[config.mk]
export PLATFORM = sky130hd
export DESIGN_NAME = opb_register_ppc2simulink_bank_flat
export DESIGN_NICKNAME = d
export VERILOG_FILES = /design/src/rtl/opb_pkg.sv /design/src/rtl/opb_register_ppc2simulink_bank_if.sv /design/src/rtl/opb_slave_decode.sv /design/src/rtl/opb_register_ppc2simulink_bank.sv /design/src/flat_wrapper.sv
export SDC_FILE = /design/constraint.sdc
export NUM_CORES = 1
export LEC_CHECK = 0
export ABC_AREA = 1
export BUFFER_PORTS_ARGS = -buffer_cell sky130_fd_sc_hd__buf_2
export CAP_MARGIN = 10
export CORE_MARGIN = 1.5
export CORE_UTILIZATION = 30
export CTS_CLUSTER_SIZE = 8
export DETAILED_ROUTE_END_ITERATION = 10
export GPL_TIMING_DRIVEN = 0
export PLACE_DENSITY = 0.54
export SLEW_MARGIN = 25
export SYNTH_ARGS = -nofsm -noshare
export SYNTH_HDL_FRONTEND = slang
export SYNTH_HIERARCHICAL = 1
export SYNTH_SLANG_ARGS = --single-unit
[constraint.sdc]
create_clock -name OPB_Clk -period 2.34 [get_ports OPB_Clk]
set_input_delay 0.468 -clock OPB_Clk [delete_from_list [all_inputs] [get_ports OPB_Clk]]
set_output_delay 0.468 -clock OPB_Clk [all_outputs]
set_load 0.02 [all_outputs]
[src/rtl/opb_pkg.sv]
// Shared OPB definitions for the PPC-to-fabric register bank: bus widths, ack state,
// write payload and the OPB big-endian to user little-endian bit mapping helpers.
package opb_pkg;

    localparam int unsigned OPB_AWIDTH  = 32;
    localparam int unsigned OPB_DWIDTH  = 32;
    localparam int unsigned OPB_BEWIDTH = OPB_DWIDTH / 8;
    localparam int unsigned MAX_REGS    = 16;
    localparam int unsigned IDX_W       = 4;

    typedef logic [OPB_DWIDTH-1:0] bank_reg_t;

    typedef enum logic {
        ST_IDLE = 1'b0,
        ST_ACK  = 1'b1
    } ack_state_t;

    // Write payload already remapped to user bit order
    typedef struct packed {
        bank_reg_t mask;
        bank_reg_t data;
    } wr_req_t;

    // OPB bit 0 (MSB) lands on user bit 31
    function automatic bank_reg_t opb_to_user(input logic [0:OPB_DWIDTH-1] d);
        bank_reg_t u;
        for (int unsigned k = 0; k < OPB_DWIDTH; k++) begin
            u[OPB_DWIDTH-1-k] = d[k];
        end
        return u;
    endfunction

    // BE[0] covers DBus[0:7], i.e. user bits [31:24]
    function automatic bank_reg_t be_to_mask(input logic [0:OPB_BEWIDTH-1] be);
        bank_reg_t m;
        for (int unsigned j = 0; j < OPB_BEWIDTH; j++) begin
            m[OPB_DWIDTH-1-8*j -: 8] = {8{be[j]}};
        end
        return m;
    endfunction

endpackage

[src/rtl/opb_register_ppc2simulink_bank_if.sv]
// OPB slave-side bus bundle for the PPC-to-fabric register bank.
interface opb_register_ppc2simulink_bank_if;
    import opb_pkg::*;

    logic [0:OPB_AWIDTH-1]  OPB_ABus;
    logic [0:OPB_BEWIDTH-1] OPB_BE;
    logic [0:OPB_DWIDTH-1]  OPB_DBus;
    logic                   OPB_RNW;
    logic                   OPB_select;
    logic                   OPB_seqAddr;

    logic [0:OPB_DWIDTH-1]  Sl_DBus;
    logic                   Sl_xferAck;
    logic                   Sl_errAck;
    logic                   Sl_retry;
    logic                   Sl_toutSup;

    modport master (
        output OPB_ABus, OPB_BE, OPB_DBus, OPB_RNW, OPB_select, OPB_seqAddr,
        input  Sl_DBus, Sl_xferAck, Sl_errAck, Sl_retry, Sl_toutSup
    );

    modport slave (
        input  OPB_ABus, OPB_BE, OPB_DBus, OPB_RNW, OPB_select, OPB_seqAddr,
        output Sl_DBus, Sl_xferAck, Sl_errAck, Sl_retry, Sl_toutSup
    );

endinterface

[src/rtl/opb_slave_decode.sv]
// OPB address decode and single-cycle ack generation; produces per-register write
// enables, a read strobe and the byte-merged write payload.
module opb_slave_decode
    import opb_pkg::*;
#(
    parameter logic [31:0]  C_BASEADDR   = 32'h0100_8200,
    parameter logic [31:0]  C_HIGHADDR   = 32'h0100_82FF,
    parameter int unsigned  C_OPB_AWIDTH = 32,
    parameter int unsigned  C_NUM_REGS   = 4
) (
    input  logic                   clk,
    input  logic                   rst_n,
    input  logic [0:OPB_AWIDTH-1]  abus,
    input  logic [0:OPB_BEWIDTH-1] be,
    input  logic [0:OPB_DWIDTH-1]  dbus,
    input  logic                   rnw,
    input  logic                   select,
    input  logic                   seq_addr,
    output logic                   ack_q,
    output logic [C_NUM_REGS-1:0]  we_c,
    output logic                   rd_c,
    output logic [IDX_W-1:0]       idx_c,
    output wr_req_t                wr_c
);

    localparam int unsigned AW = C_OPB_AWIDTH;

    ack_state_t    state_q, state_d;
    logic [AW-1:0] addr_c, offset_c, word_c;
    logic          hit_c, in_range_c, xfer_c, wr_go_c;
    logic          unused_c;

    assign unused_c = seq_addr;

    always_comb begin
        addr_c     = AW'(abus);
        offset_c   = addr_c - AW'(C_BASEADDR);
        word_c     = offset_c >> 2;
        hit_c      = select && (addr_c >= AW'(C_BASEADDR)) && (addr_c <= AW'(C_HIGHADDR));
        in_range_c = (word_c < AW'(C_NUM_REGS));
        idx_c      = IDX_W'(word_c);
    end

    always_ff @(posedge clk or negedge rst_n) begin
        if (!rst_n) state_q <= ST_IDLE;
        else        state_q <= state_d;
    end

    // A hit in IDLE acks next cycle; the ack cycle always returns to IDLE
    always_comb begin
        state_d = state_q;
        xfer_c  = 1'b0;
        case (state_q)
            ST_IDLE: begin
                if (hit_c) begin
                    state_d = ST_ACK;
                    xfer_c  = 1'b1;
                end
            end
            ST_ACK:  state_d = ST_IDLE;
            default: state_d = ST_IDLE;
        endcase
    end

    assign ack_q = (state_q == ST_ACK);

    always_comb begin
        wr_go_c = xfer_c && !rnw && (|be) && in_range_c;
        rd_c    = xfer_c && rnw && in_range_c;
        we_c    = '0;
        for (int unsigned i = 0; i < C_NUM_REGS; i++) begin
            we_c[i] = wr_go_c && (word_c == AW'(i));
        end
        wr_c.mask = be_to_mask(be);
        wr_c.data = opb_to_user(dbus);
    end

endmodule

[src/rtl/opb_register_ppc2simulink_bank.sv]
// PPC-writable 32-bit control register bank on OPB with per-register update strobes.
// Define OPB_P2S_READBACK_EN to return register contents on reads; otherwise reads ack with zero data.
module opb_register_ppc2simulink_bank
    import opb_pkg::*;
#(
    parameter logic [31:0] C_BASEADDR    = 32'h0100_8200,
    parameter logic [31:0] C_HIGHADDR    = 32'h0100_82FF,
    parameter int unsigned C_OPB_AWIDTH  = 32,
    parameter int unsigned C_OPB_DWIDTH  = 32,
    parameter int unsigned C_NUM_REGS    = 4,
    parameter logic [31:0] C_RESET_VALUE = 32'h0
) (
    input  logic                             OPB_Clk,
    input  logic                             OPB_Rst_n,
    opb_register_ppc2simulink_bank_if.slave  opb,
    output logic [32*C_NUM_REGS-1:0]         user_data_out,
    output logic [C_NUM_REGS-1:0]            user_update
);

    localparam int unsigned DW = C_OPB_DWIDTH;

    bank_reg_t             regs_q [C_NUM_REGS];
    bank_reg_t             regs_d [C_NUM_REGS];
    logic [C_NUM_REGS-1:0] we_c;
    logic [C_NUM_REGS-1:0] user_update_q, user_update_d;
    logic                  ack_q, rd_c;
    logic [IDX_W-1:0]      idx_c;
    wr_req_t               wr_c;

    opb_slave_decode #(
        .C_BASEADDR   (C_BASEADDR),
        .C_HIGHADDR   (C_HIGHADDR),
        .C_OPB_AWIDTH (C_OPB_AWIDTH),
        .C_NUM_REGS   (C_NUM_REGS)
    ) u_decode (
        .clk      (OPB_Clk),
        .rst_n    (OPB_Rst_n),
        .abus     (opb.OPB_ABus),
        .be       (opb.OPB_BE),
        .dbus     (opb.OPB_DBus),
        .rnw      (opb.OPB_RNW),
        .select   (opb.OPB_select),
        .seq_addr (opb.OPB_seqAddr),
        .ack_q    (ack_q),
        .we_c     (we_c),
        .rd_c     (rd_c),
        .idx_c    (idx_c),
        .wr_c     (wr_c)
    );

    // Byte-lane merge: enabled lanes take new data, others hold
    always_comb begin
        for (int unsigned i = 0; i < C_NUM_REGS; i++) begin
            regs_d[i] = we_c[i] ? ((regs_q[i] & ~wr_c.mask) | (wr_c.data & wr_c.mask))
                                : regs_q[i];
        end
        user_update_d = we_c;
    end

    always_ff @(posedge OPB_Clk or negedge OPB_Rst_n) begin
        if (!OPB_Rst_n) begin
            for (int unsigned i = 0; i < C_NUM_REGS; i++) begin
                regs_q[i] <= bank_reg_t'(C_RESET_VALUE);
            end
            user_update_q <= '0;
        end else begin
            regs_q        <= regs_d;
            user_update_q <= user_update_d;
        end
    end

`ifdef OPB_P2S_READBACK_EN
    bank_reg_t rdata_q, rdata_d;

    // Read data is only non-zero in the ack cycle of an in-range read
    always_comb begin
        rdata_d = '0;
        for (int unsigned i = 0; i < C_NUM_REGS; i++) begin
            if (rd_c && (idx_c == IDX_W'(i))) rdata_d = regs_q[i];
        end
    end

    always_ff @(posedge OPB_Clk or negedge OPB_Rst_n) begin
        if (!OPB_Rst_n) rdata_q <= '0;
        else            rdata_q <= rdata_d;
    end

    assign opb.Sl_DBus = rdata_q;
`else
    logic unused_c;
    assign unused_c    = ^{rd_c, idx_c};
    assign opb.Sl_DBus = '0;
`endif

    always_comb begin
        user_data_out = '0;
        for (int unsigned i = 0; i < C_NUM_REGS; i++) begin
            user_data_out[DW*i +: DW] = regs_q[i];
        end
    end

    assign user_update    = user_update_q;
    assign opb.Sl_xferAck = ack_q;
    assign opb.Sl_errAck  = 1'b0;
    assign opb.Sl_retry   = 1'b0;
    assign opb.Sl_toutSup = 1'b0;

endmodule

[src/flat_wrapper.sv]
// flat-port wrapper written by rule: the top's interface ports become plain ports
module opb_register_ppc2simulink_bank_flat import opb_pkg::*;
#(
    parameter logic [31:0] C_BASEADDR    = 32'h0100_8200,
    parameter logic [31:0] C_HIGHADDR    = 32'h0100_82FF,
    parameter int unsigned C_OPB_AWIDTH  = 32,
    parameter int unsigned C_OPB_DWIDTH  = 32,
    parameter int unsigned C_NUM_REGS    = 4,
    parameter logic [31:0] C_RESET_VALUE = 32'h0
)
  (OPB_Clk, OPB_Rst_n, user_data_out, user_update, opb_OPB_ABus, opb_OPB_BE, opb_OPB_DBus, opb_OPB_RNW, opb_OPB_select, opb_OPB_seqAddr, opb_Sl_DBus, opb_Sl_xferAck, opb_Sl_errAck, opb_Sl_retry, opb_Sl_toutSup);
  opb_register_ppc2simulink_bank_if opb_i ();
  input  logic OPB_Clk;
  input  logic OPB_Rst_n;
  output logic [32*C_NUM_REGS-1:0] user_data_out;
  output logic [C_NUM_REGS-1:0] user_update;
  input wire logic [$bits(opb_i.OPB_ABus)-1:0] opb_OPB_ABus;
  input wire logic [$bits(opb_i.OPB_BE)-1:0] opb_OPB_BE;
  input wire logic [$bits(opb_i.OPB_DBus)-1:0] opb_OPB_DBus;
  input wire logic [$bits(opb_i.OPB_RNW)-1:0] opb_OPB_RNW;
  input wire logic [$bits(opb_i.OPB_select)-1:0] opb_OPB_select;
  input wire logic [$bits(opb_i.OPB_seqAddr)-1:0] opb_OPB_seqAddr;
  output wire logic [$bits(opb_i.Sl_DBus)-1:0] opb_Sl_DBus;
  output wire logic [$bits(opb_i.Sl_xferAck)-1:0] opb_Sl_xferAck;
  output wire logic [$bits(opb_i.Sl_errAck)-1:0] opb_Sl_errAck;
  output wire logic [$bits(opb_i.Sl_retry)-1:0] opb_Sl_retry;
  output wire logic [$bits(opb_i.Sl_toutSup)-1:0] opb_Sl_toutSup;
  assign opb_i.OPB_ABus = opb_OPB_ABus;
  assign opb_i.OPB_BE = opb_OPB_BE;
  assign opb_i.OPB_DBus = opb_OPB_DBus;
  assign opb_i.OPB_RNW = opb_OPB_RNW;
  assign opb_i.OPB_select = opb_OPB_select;
  assign opb_i.OPB_seqAddr = opb_OPB_seqAddr;
  assign opb_Sl_DBus = opb_i.Sl_DBus;
  assign opb_Sl_xferAck = opb_i.Sl_xferAck;
  assign opb_Sl_errAck = opb_i.Sl_errAck;
  assign opb_Sl_retry = opb_i.Sl_retry;
  assign opb_Sl_toutSup = opb_i.Sl_toutSup;
  opb_register_ppc2simulink_bank #(.C_BASEADDR(C_BASEADDR), .C_HIGHADDR(C_HIGHADDR), .C_OPB_AWIDTH(C_OPB_AWIDTH), .C_OPB_DWIDTH(C_OPB_DWIDTH), .C_NUM_REGS(C_NUM_REGS), .C_RESET_VALUE(C_RESET_VALUE)) u_core (.OPB_Clk(OPB_Clk), .OPB_Rst_n(OPB_Rst_n), .opb(opb_i), .user_data_out(user_data_out), .user_update(user_update));
endmodule
==> metrics.log, run 1 <==
[metrics] io pins: 241
[metrics] length in cells of the worst reg-to-reg path: 10
[metrics] top fanout value on the critical path: 8
[metrics] starting density of the core: 0.306
[metrics] Synth warnings: 6
[metrics] post-place setup slack: -0.496 ns
[metrics] commonest non-fill, non-tap cells in the layout: 438 x sky130_fd_sc_hd__nand2_1, 166 x sky130_fd_sc_hd__buf_2, 153 x sky130_fd_sc_hd__nand3_1
[metrics] DIE AREA: 26600 um2
[metrics] core region area: 25200 um2
[metrics] highest attainable clock frequency: 457 MHz
[metrics] clock input transition at the sequential cells of the worst setup and hold paths: 0.06 ns
[metrics] TritonCTS clock tree: done
[metrics] total routed wirelength: 23500 um
[metrics] worst vdd rail ir drop: 0.000385 V
[metrics] cell area after placement: 9130 um2
[metrics] leakage power: 5.68 nW
[metrics] violation count after the first detailed-route iteration: 463
[metrics] number of logic stages on the critical path including buffering: 19
[metrics] number of global-route vias before repair: 6368
[metrics] kind of critical path: input port to flop
[metrics] gate count of the mapped netlist: 1017
[metrics] Power Total: 5.50 mW
[metrics] maximum number of pins on one net before global-route repair: 73
[metrics] Worst Clk Skew: 0.00684 ns
[metrics] number of I/O port buffers: 169
[metrics] nets: ~1300
[metrics] WP data required: 2.65 ns
[metrics] CP peak stage delay: between 0.2 and 0.25 ns
[metrics] cell with the largest stage delay on the worst path: sky130_fd_sc_hd__nor2_4
[metrics] standard-cell rows: 58
[metrics] final setup violation count: 0
[metrics] arrival time worst endpoint: 2.49 ns
[metrics] height of the die: 163 um
[metrics] number of antenna violations at the first check in global routing: 0
[metrics] design area: 10100 um2
[metrics] status: finished, violations left
[metrics] Critical Path End Type: flop
[metrics] drt drc: 0
[metrics] period utilisation layout: 0.934
[metrics] Worst-Margin Slew: roughly 0.51 ns
[metrics] iteration count of the initial detailed-routing pass: 5
[metrics] Final Hold Viols: 4
[metrics] reg2reg setup slack: 0.23 ns
[metrics] most common cell after layout, fill and taps aside: sky130_fd_sc_hd__nand2_1
[metrics] Total Negative Setup Slacks: 0 ns
[metrics] cts hold-fix bufs: 0
[metrics] number of buffers between clock root and the deepest sink: 2
[metrics] number of vias per cell after detailed routing: ~4.4
[metrics] number of buffers inserted during clock tree synthesis: 17
[metrics] violations in the final reports: negative hold slack
[metrics] Critical Path Start: opb_OPB_ABus[10]
[metrics] count of vias placed by the detailed router: 6977
[metrics] CP Cell Sequence: buf_2, inv_1, ha_4, nand3_2, nand2_2, nand2_2, nand2_1, nand2_1, nand2_1, nor2_2, nand3_2, nor2_4, nand3_4, nor2_4, buf_12, clkbuf_16, nand2_1, nand2_1, nand2_1
[metrics] count of non-filler cells in the finished layout: around 1600
[metrics] critical register-to-register path startpoint: u_core/u_decode/ack_q$_DFF_PN0_
[metrics] GR Overflow Total: 0
[metrics] Post-DRT Antenna Nets: 0
[metrics] share of final-layout standard cells stronger than drive strength 1: 0.346
[metrics] Die Wd: 163 um
[metrics] growth of design area from synthesis to finish: 31.6%
[metrics] number of max-capacitance violations reported: 0
[metrics] Placed Instances: 1551
[metrics] final number of max-transition violations: 0
[metrics] power density over the cells: 543 nW/um2
[metrics] total routing resource utilization after global routing: 0.173
[metrics] Worst path top cell family by delay: simple AND/OR/NAND/NOR gates
[metrics] final hold slack: -0.00258 ns
[metrics] # H-tree levels: 4
[metrics] clock latency at the later pin of the worst-skew pair: 0.41 ns
[metrics] worst min-delay path class: input port to async pin
[metrics] normalized max-slew margin: 0.654
[metrics] Util after Layout: 0.402
[metrics] dominant cell type by count on the critical path: sky130_fd_sc_hd__nand2_1
[metrics] combined area of all synthesized cells: 7700 um2
[metrics] sinks on the clock net: approximately 130
[metrics] Setup WS post-layout: about 0.15 ns
[metrics] number of diodes: 0
[metrics] last weighted congestion value of the routability-driven placer: 0.836
[metrics] half-perimeter wire length after placement: 16100 um
[metrics] routed wirelength normalized by instance count: 14.8 um
[metrics] number of buffers and inverters on the critical path: 4
[metrics] startpoint type of the worst setup path: input port
[metrics] Root Buffer Master: sky130_fd_sc_hd__clkbuf_16
[metrics] global-route wire length before repair: 35500 um
[metrics] minimum clock period: about 2.2 ns
[metrics] Post-Syn Area per Cell: 7.57 um2
==> worst register-to-register path: stages (launching register included) <==
cell and delay, ns:
sky130_fd_sc_hd__dfrtp_1 0.40, sky130_fd_sc_hd__nor4_1 0.36, sky130_fd_sc_hd__nand3_1 0.16, sky130_fd_sc_hd__nor3_2 0.19, sky130_fd_sc_hd__nand3_4 0.17, sky130_fd_sc_hd__nor2_4 0.22
sky130_fd_sc_hd__buf_12 0.20, sky130_fd_sc_hd__clkbuf_16 0.17, sky130_fd_sc_hd__nand2_1 0.05, sky130_fd_sc_hd__nand2_1 0.06, sky130_fd_sc_hd__nand2_1 0.04
==> power breakdown <==
part / total [mW] / switching [mW] / internal [mW]
Clock: 2.66 / 1.06 / 1.60
Sequential: 2.30 / 0.0000150 / 2.30
Combinational: 0.543 / 0.324 / 0.218
Total: 5.50 / 1.39 / 4.12
==> per-layer routing <==
| metal | routed length, um | GRT usage | up-vias | share of wire |
|---|---|---|---|---|
| li1 | - | - | 3531 | - |
| met1 | 10900 | 0.233 | 3255 | 0.46 |
| met2 | 11300 | 0.283 | 184 | 0.48 |
| met3 | 1180 | 0.0376 | 7 | 0.050 |
| met4 | 128 | 0.0400 | 0 | 0.0054 |
| met5 | 0 | 0 | - | 0 |
==> cell type report <==
| cell class | count | area, um2 |
|---|---|---|
| fillers | 2676 | 15000 |
| repair buffers | 180 | 1020 |
| multi-input cells | 724 | 3270 |
| plain buffers | 160 | 1390 |
| flip-flops and latches | 133 | 3330 |
| clock inverters | 11 | 128 |
| clock buffers | 20 | 447 |
| well taps | 330 | 413 |
| inverters | 34 | 130 |
==> what timing repair did <==
action	4_1_cts	5_1_grt
gates cloned	1	5
endpoints found under the setup margin	105	128
pin swaps	1	20
resized for setup	12	79
buffers inserted	3	1
==> worst min-delay path by stage <==
| stage | endpoint | startpoint | depth (start not counted) |
|---|---|---|---|
| finish | async pin | OPB_Rst_n | 1 |
| global route | async pin | OPB_Rst_n | 1 |
| CTS | async pin | OPB_Rst_n | 1 |
| detailed placement | async pin | OPB_Rst_n | 1 |
| global placement | flop | flop | 2 |
| floorplan | async pin | OPB_Rst_n | 0 |
No activity file was read; power rests on OpenSTA's default activity.
==> run 2, diff against run 1 <==
--- a/config.mk
+++ b/config.mk
@@ -14,6 +14,7 @@
 export DETAILED_ROUTE_END_ITERATION = 10
 export GPL_TIMING_DRIVEN = 0
 export PLACE_DENSITY = 0.54
+export RECOVER_POWER = 25
 export SLEW_MARGIN = 25
 export SYNTH_ARGS = -nofsm -noshare
 export SYNTH_HDL_FRONTEND = slang
==> constraint.sdc (replaced) <==
create_clock -name OPB_Clk -period 2.63 [get_ports OPB_Clk]
set_input_delay 0.526 -clock OPB_Clk [delete_from_list [all_inputs] [get_ports OPB_Clk]]
set_output_delay 0.526 -clock OPB_Clk [all_outputs]
set_load 0.02 [all_outputs]
==> metrics.log, run 2 (synthesized netlist as in run 1, its figures left out) <==
[metrics] design area: 9690 um2 (-4.4%)
[metrics] iteration count of the initial detailed-routing pass: 5 (unchanged)
[metrics] status: finished, violations left
[metrics] minimum clock period: 2.42 ns
[metrics] number of global-route vias before repair: 6350 (-0.28%)
[metrics] routed wirelength normalized by instance count: 14.3 um (-3.1%)
[metrics] violations in the final reports: max-capacitance violations, max-slew violations
[metrics] startpoint type of the worst setup path: input port
[metrics] starting density of the core: 0.306 (unchanged)
[metrics] number of buffers inserted by post-CTS setup repair: 0 (-3)
[metrics] GR Overflow Total: 0 (unchanged)
[metrics] count of vias placed by the detailed router: 6894 (-1.2%)
[metrics] maximum number of pins on one net before global-route repair: 73 (unchanged)
[metrics] number of diodes: 0 (unchanged)
[metrics] Die Wd: 163 um (unchanged)
[metrics] number of I/O port buffers: 169 (unchanged)
[metrics] nets: 1314 (-0.76%)
[metrics] commonest non-fill, non-tap cells in the layout: 457 x sky130_fd_sc_hd__nand2_1, 169 x sky130_fd_sc_hd__buf_2, 159 x sky130_fd_sc_hd__nand3_1
[metrics] global-route wire length before repair: 35300 um (-0.48%)
[metrics] number of antenna violations at the first check in global routing: 0 (unchanged)
[metrics] cell with the largest stage delay on the worst path: sky130_fd_sc_hd__ha_1
[metrics] Util after Layout: 0.385 (-0.0176)
[metrics] Total Negative Setup Slacks: 0 ns (unchanged)
[metrics] number of max-capacitance violations reported: 1 (+1)
[metrics] violation count after the first detailed-route iteration: 486 (+5.0%)
[metrics] CP Cell Sequence: buf_2, inv_1, ha_1, nand3_1, nand2_1, nand2_1, nand2_1, nand3_1, nand2_1, nand3_2, nor2_4, nand3_2, nor2_1, buf_6, buf_6, nand2_1, nand2_1, nand2_1
[metrics] Worst-Margin Slew: 1.68 ns (+1.17 ns)
[metrics] most common cell after layout, fill and taps aside: sky130_fd_sc_hd__nand2_1
[metrics] WP data required: 2.92 ns (+0.27 ns)
[metrics] CP peak stage delay: 0.21 ns (about the same)
[metrics] clock input transition at the sequential cells of the worst setup and hold paths: 0.06 ns (about the same)
[metrics] CTS resizes: 0 (-12)
[metrics] DIE AREA: 26600 um2 (unchanged)
[metrics] Critical Path End Type: flop
[metrics] cts hold-fix bufs: 0 (unchanged)
[metrics] number of vias per cell after detailed routing: 4.36 (-0.57%)
[metrics] number of buffers inserted during clock tree synthesis: 17 (unchanged)
[metrics] final setup violation count: 0 (unchanged)
[metrics] total routing resource utilization after global routing: 0.172 (-0.00104)
[metrics] cell-internal power: 3.65 mW (-11%)
[metrics] drt drc: 0 (unchanged)
[metrics] Root Buffer Master: sky130_fd_sc_hd__clkbuf_16
[metrics] normalized max-slew margin: -0.120 (-0.775)
[metrics] dominant cell type by count on the critical path: sky130_fd_sc_hd__nand2_1
[metrics] half-perimeter wire length after placement: 16100 um (unchanged)
[metrics] unrepaired setup endpoints after global routing: yes
[metrics] worst vdd rail ir drop: 0.000323 V (-16%)
[metrics] Power Total: 4.86 mW (-12%)
[metrics] final number of max-transition violations: 62 (+62)
[metrics] growth of design area from synthesis to finish: 25.8%
[metrics] core region area: 25200 um2 (unchanged)
[metrics] switching share of total power: 0.249 (-0.00267)
[metrics] number of buffers between clock root and the deepest sink: 2 (unchanged)
[metrics] standard-cell rows: 58 (unchanged)
[metrics] total routed wirelength: 22600 um (-3.7%)
[metrics] Post-DRT Antenna Nets: 0 (unchanged)
[metrics] combinational share of power: 0.094 (-0.005)
[metrics] leakage power: 5.56 nW (-2.0%)
[metrics] period utilisation layout: 0.921
[metrics] number of buffers and inverters on the critical path: 4 (unchanged)
[metrics] cell area after placement: 9130 um2 (unchanged)
[metrics] Worst Clk Skew: 0.00696 ns (+0.000118 ns)
[metrics] TritonCTS clock tree: done
[metrics] # H-tree levels: 4 (unchanged)
[metrics] arrival time worst endpoint: 2.72 ns (+0.23 ns)
[metrics] power density over the cells: 502 nW/um2 (-7.6%)
[metrics] kind of critical path: input port to flop
[metrics] highest attainable clock frequency: 413 MHz
[metrics] clock latency at the later pin of the worst-skew pair: 0.41 ns (about the same)
[metrics] final hold slack: 0.373 ns (+0.375 ns)
[metrics] last weighted congestion value of the routability-driven placer: 0.836 (unchanged)
[metrics] switching power summed over all nets: 1.21 mW (-13%)
[metrics] sinks on the clock net: 133 (unchanged)
[metrics] clock power share: 0.486 (+0.003)
[metrics] worst min-delay path class: input port to flop
[metrics] io pins: 241 (unchanged)
[metrics] share of final-layout standard cells stronger than drive strength 1: 0.305 (-0.0412)
[metrics] Worst path top cell family by delay: simple AND/OR/NAND/NOR gates
[metrics] height of the die: 163 um (unchanged)
[metrics] top fanout value on the critical path: 10 (+2)
[metrics] power share of the sequential group: 0.421 (+0.003)
[metrics] Final Hold Viols: 0 (-4)
-- run 2: cell count changes in the layout (fill, tap and decap cells not counted), moves of 4 or more --
cell                      change
sky130_fd_sc_hd__nor2_4      -11
sky130_fd_sc_hd__nand3_2      -4
sky130_fd_sc_hd__nor3_2       -4
sky130_fd_sc_hd__nor3_1       +4
sky130_fd_sc_hd__buf_4        -8
sky130_fd_sc_hd__buf_12       -5
sky130_fd_sc_hd__nand2_2     -17
sky130_fd_sc_hd__inv_1        +4
sky130_fd_sc_hd__nand3_1      +6
sky130_fd_sc_hd__buf_6       +12
sky130_fd_sc_hd__nor2_1      +11
sky130_fd_sc_hd__buf_8        -9
sky130_fd_sc_hd__nand2_1     +19
-- run 2: power groups by stage --
| stage | Combinational [mW] | Clock, mW | Sequential [mW] |
|---|---|---|---|
| after floorplan | 0.314 | 0 | 2.08 |
| after global placement | 0.452 | 0 | 2.08 |
| after detailed placement | 0.460 | 0 | 2.08 |
| after CTS | 0.461 | 2.43 | 2.05 |
| after global routing | 0.506 | 2.52 | 2.04 |
| final | 0.455 | 2.36 | 2.05 |
-- run 2: final cells by class --
cell class	count	area (um2)
Fill cell	2710	15500
Sequential cell	133	3330
Multi-Input combinational cell	724	3050
Buffer	160	1320
Timing Repair Buffer	170	873
Clock buffer	20	447
Tap cell	330	413
Clock inverter	11	128
Inverter	34	128
-- run 2: path summary, 6_finish.rpt --
kind / slack (ns) / depth (start not counted) / to / startpoint
hold reg to reg: 0.46 / 2 / flop / flop
setup / recovery: 0.21 / 18 / flop / opb_OPB_ABus[9]
setup reg to reg: 0.53 / 10 / flop / u_core/u_decode/ack_q$_DFF_PN0_
min in group asynchronous: 0.55 / 1 / async pin / OPB_Rst_n
hold / removal: 0.37 / 3 / flop / opb_OPB_DBus[14]
max in group asynchronous: 0.97 / 2 / async pin / OPB_Rst_n
-- run 2: layer usage --
layer	routed length, um	track usage	vias up
li1	-	-	3501
met1	10500	0.232	3205
met2	10800	0.280	180
met3	1270	0.0381	8
met4	131	0.0400	0
met5	0	0	-
-- run 2: worst register-to-register path, cell delays in order, from the launching register on --
cell and delay (ns):
sky130_fd_sc_hd__dfrtp_1 0.40, sky130_fd_sc_hd__nor4_1 0.35, sky130_fd_sc_hd__nand3_1 0.15, sky130_fd_sc_hd__nor3_1 0.20, sky130_fd_sc_hd__nand3_2 0.14, sky130_fd_sc_hd__nor2_1 0.19
sky130_fd_sc_hd__buf_6 0.21, sky130_fd_sc_hd__buf_6 0.19, sky130_fd_sc_hd__nand2_1 0.07, sky130_fd_sc_hd__nand2_1 0.05, sky130_fd_sc_hd__nand2_1 0.05
-- run 2: per-stage QoR --
stage          setup slack (ns)  instances
5_1_grt                 -0.0567       1582
6_report                  0.207       1582
4_1_cts                   0.166       1582
2_1_floorplan             0.385       1051
3_5_place_dp             -0.264       1551
3_3_place_gp              -1.09       1550
==> run 3, diff against run 2 <==
--- a/config.mk
+++ b/config.mk
@@ -8,12 +8,14 @@
 export ABC_AREA = 1
 export BUFFER_PORTS_ARGS = -buffer_cell sky130_fd_sc_hd__buf_2
 export CAP_MARGIN = 10
+export CELL_PAD_IN_SITES_DETAIL_PLACEMENT = 1
+export CELL_PAD_IN_SITES_GLOBAL_PLACEMENT = 1
 export CORE_MARGIN = 1.5
 export CORE_UTILIZATION = 30
 export CTS_CLUSTER_SIZE = 8
 export DETAILED_ROUTE_END_ITERATION = 10
 export GPL_TIMING_DRIVEN = 0
-export PLACE_DENSITY = 0.54
+export PLACE_DENSITY = 0.7
 export RECOVER_POWER = 25
 export SLEW_MARGIN = 25
 export SYNTH_ARGS = -nofsm -noshare
==> metrics.log, run 3 (synthesized netlist as in run 1, its figures left out) <==
[metrics] Worst Clk Skew: 0.00619 ns (-0.000770 ns)
[metrics] Worst-Margin Slew: 1.87 ns (+0.193 ns)
[metrics] Sequential Area: 3330 um2 (unchanged)
[metrics] kind of critical path: input port to flop
[metrics] sinks on the clock net: 133 (unchanged)
[metrics] Fillers: 3172 (+17%)
[metrics] commonest non-fill, non-tap cells in the layout: 457 x sky130_fd_sc_hd__nand2_1, 169 x sky130_fd_sc_hd__buf_2, 158 x sky130_fd_sc_hd__nand3_1
[metrics] half-perimeter wire length after placement: 17700 um (+10%)
[metrics] number of max-capacitance violations reported: 1 (unchanged)
[metrics] status: finished, violations left
[metrics] startpoint type of the worst setup path: input port
[metrics] worst vdd rail ir drop: 0.000287 V (-11%)
[metrics] power share of the sequential group: 0.393 (-0.028)
[metrics] drt drc: 0 (unchanged)
[metrics] number of buffers inserted during clock tree synthesis: 17 (unchanged)
[metrics] last weighted congestion value of the routability-driven placer: 0.815 (-2.5%)
[metrics] count of vias placed by the detailed router: 7104 (+3.0%)
[metrics] dominant cell type by count on the critical path: sky130_fd_sc_hd__nand2_1
[metrics] total routed wirelength: 24800 um (+9.7%)
[metrics] maximum number of pins on one net before global-route repair: 71 (-2.7%)
[metrics] Final Hold Viols: 0 (unchanged)
[metrics] number of global-route vias before repair: 7232 (+14%)
[metrics] nets: 1315 (+0.076%)
[metrics] standard-cell rows: 58 (unchanged)
[metrics] height of the die: 163 um (unchanged)
[metrics] area of combinational cells with multiple inputs: 3060 um2 (+0.33%)
[metrics] Worst path top cell family by delay: simple AND/OR/NAND/NOR gates
[metrics] count of non-filler cells in the finished layout: 1585 (+0.19%)
[metrics] unrepaired setup endpoints after global routing: yes
[metrics] cell area after placement: 9130 um2 (unchanged)
[metrics] leakage power: 5.60 nW (+0.59%)
[metrics] violation count after the first detailed-route iteration: 305 (-37%)
[metrics] Die Wd: 163 um (unchanged)
[metrics] period utilisation layout: 0.909 (-0.0127)
[metrics] core region area: 25200 um2 (unchanged)
[metrics] switching power summed over all nets: 1.29 mW (+6.2%)
[metrics] share of final-layout standard cells stronger than drive strength 1: 0.309 (+0.00430)
[metrics] starting density of the core: 0.306 (unchanged)
[metrics] Placed Instances: 1551 (unchanged)
[metrics] growth of design area from synthesis to finish: 26.9%
[metrics] design area: 9770 um2 (+0.88%)
[metrics] power density over the cells: 533 nW/um2 (+6.2%)
[metrics] worst min-delay path class: input port to flop
[metrics] DIE AREA: 26600 um2 (unchanged)
[metrics] GR Overflow Total: 0 (unchanged)
[metrics] cell-internal power: 3.93 mW (+7.5%)
[metrics] cell with the largest stage delay on the worst path: sky130_fd_sc_hd__ha_1
[metrics] number of buffers between clock root and the deepest sink: 2 (unchanged)
[metrics] total routing resource utilization after global routing: 0.190 (+0.0182)
[metrics] clock power share: 0.519 (+0.033)
[metrics] switching share of total power: 0.247 (-0.00226)
[metrics] number of buffers and inverters on the critical path: 4 (unchanged)
[metrics] cts hold-fix bufs: 0 (unchanged)
[metrics] number of vias per cell after detailed routing: 4.48 (+2.9%)
[metrics] CP peak stage delay: 0.23 ns (+0.02 ns)
[metrics] number of I/O port buffers: 169 (unchanged)
[metrics] CP Cell Sequence: buf_2, inv_1, ha_1, nand2_1, nand3_1, nor2_1, nand3_1, nor2_1, nand3_2, nor2_2, nand3_2, nor2_1, buf_6, buf_6, nand2_1, nand2_1, nand2_1
[metrics] final setup violation count: 0 (unchanged)
[metrics] Root Buffer Master: sky130_fd_sc_hd__clkbuf_16
[metrics] clock input transition at the sequential cells of the worst setup and hold paths: 0.06 ns (about the same)
[metrics] # H-tree levels: 4 (unchanged)
[metrics] io pins: 241 (unchanged)
[metrics] highest attainable clock frequency: 418 MHz (+1.4%)
[metrics] post-place setup slack: -0.271 ns (-0.00685 ns)
[metrics] TritonCTS clock tree: done
[metrics] clock latency at the later pin of the worst-skew pair: 0.42 ns (about the same)
[metrics] routed wirelength normalized by instance count: 15.7 um (+9.5%)
[metrics] final number of max-transition violations: 71 (+15%)
[metrics] number of antenna violations at the first check in global routing: 2 (+2)
[metrics] global-route wire length before repair: 39200 um (+11%)
[metrics] top fanout value on the critical path: 10 (unchanged)
[metrics] combinational share of power: 0.088 (-0.006)
[metrics] arrival time worst endpoint: 2.70 ns (-0.02 ns)
[metrics] Setup WS post-layout: 0.240 ns (+0.0334 ns)
[metrics] Post-DRT Antenna Nets: 0 (unchanged)
[metrics] final hold slack: 0.368 ns (-0.00479 ns)
[metrics] minimum clock period: 2.39 ns (-0.0334 ns)
[metrics] iteration count of the initial detailed-routing pass: 4 (-1)
[metrics] Critical Path End Type: flop
[metrics] normalized max-slew margin: -0.249 (-0.129)
[metrics] violations in the final reports: max-capacitance violations, max-slew violations
[metrics] WP data required: 2.94 ns (+0.02 ns)
[metrics] most common cell after layout, fill and taps aside: sky130_fd_sc_hd__nand2_1
-- run 3: changes by cell type in the layout (fill, tap and decap cells not counted), moves of 2 or more --
cell / before / now
sky130_fd_sc_hd__nor2_2: 9 / 11
sky130_fd_sc_hd__bufinv_16: 2 / 5
sky130_fd_sc_hd__clkinv_4: 5 / 2
sky130_fd_sc_hd__inv_6: 1 / 3
sky130_fd_sc_hd__nor2_1: 29 / 27
-- run 3: area by class of cell --
cell class / instances / share of cell area
Antenna cell: 1 / 0.000256
Clock inverter: 14 / 0.0228
Tap cell: 330 / 0.0422
Buffer: 160 / 0.135
Multi-Input combinational cell: 724 / 0.313
Timing Repair Buffer: 171 / 0.0885
Clock buffer: 18 / 0.0439
Sequential cell: 133 / 0.341
Inverter: 34 / 0.0131
-- run 3: tightest hold or removal path, delay by kind of cell --
kind	cells	cell delay [ns]
AND/OR/NAND/NOR	2	0.13
buffers and inverters	1	0.10
-- run 3: final timing paths --
path,end,cells past startpoint,from,slack (ns)
max,flop,17,opb_OPB_ABus[9],0.24
min,flop,3,opb_OPB_DBus[4],0.37
max reg2reg,flop,10,u_core/u_decode/ack_q$_DFF_PN0_,0.57
min reg2reg,flop,2,flop,0.47
max in group asynchronous,async pin,2,OPB_Rst_n,0.55
min in group asynchronous,async pin,1,OPB_Rst_n,0.61
-- run 3: repair_timing --
action	4_1_cts	5_1_grt
setup endpoints to repair	0	123
resized for setup	0	4
buffers inserted	0	1
-- run 3: layer usage --
metal,track usage,vias to the layer above,part of all wire
li1,-,3500,-
met1,0.242,3414,0.45
met2,0.324,172,0.48
met3,0.0404,18,0.056
met4,0.0538,0,0.013
met5,0,-,0
-- run 3: stage by stage --
| stage | utilization | total power [mW] | setup TNS (ns) |
|---|---|---|---|
| after CTS | 0.388 | 5.29 | 0 |
| after global placement | 0.361 | 2.54 | -169.28 |
| final | 0.388 | 5.21 | 0 |
| after detailed placement | 0.362 | 2.55 | -27.81 |
| after global routing | 0.388 | 5.42 | -1.54 |
| after floorplan | - | 2.40 | 0 |
-- run 3: power groups by stage --
stage	sequential, mW	clock, mW	combinational [mW]
after floorplan	2.08	0	0.314
after global placement	2.08	0	0.456
after detailed placement	2.08	0	0.467
after CTS	2.05	2.78	0.470
after global routing	2.04	2.87	0.512
final	2.05	2.70	0.461
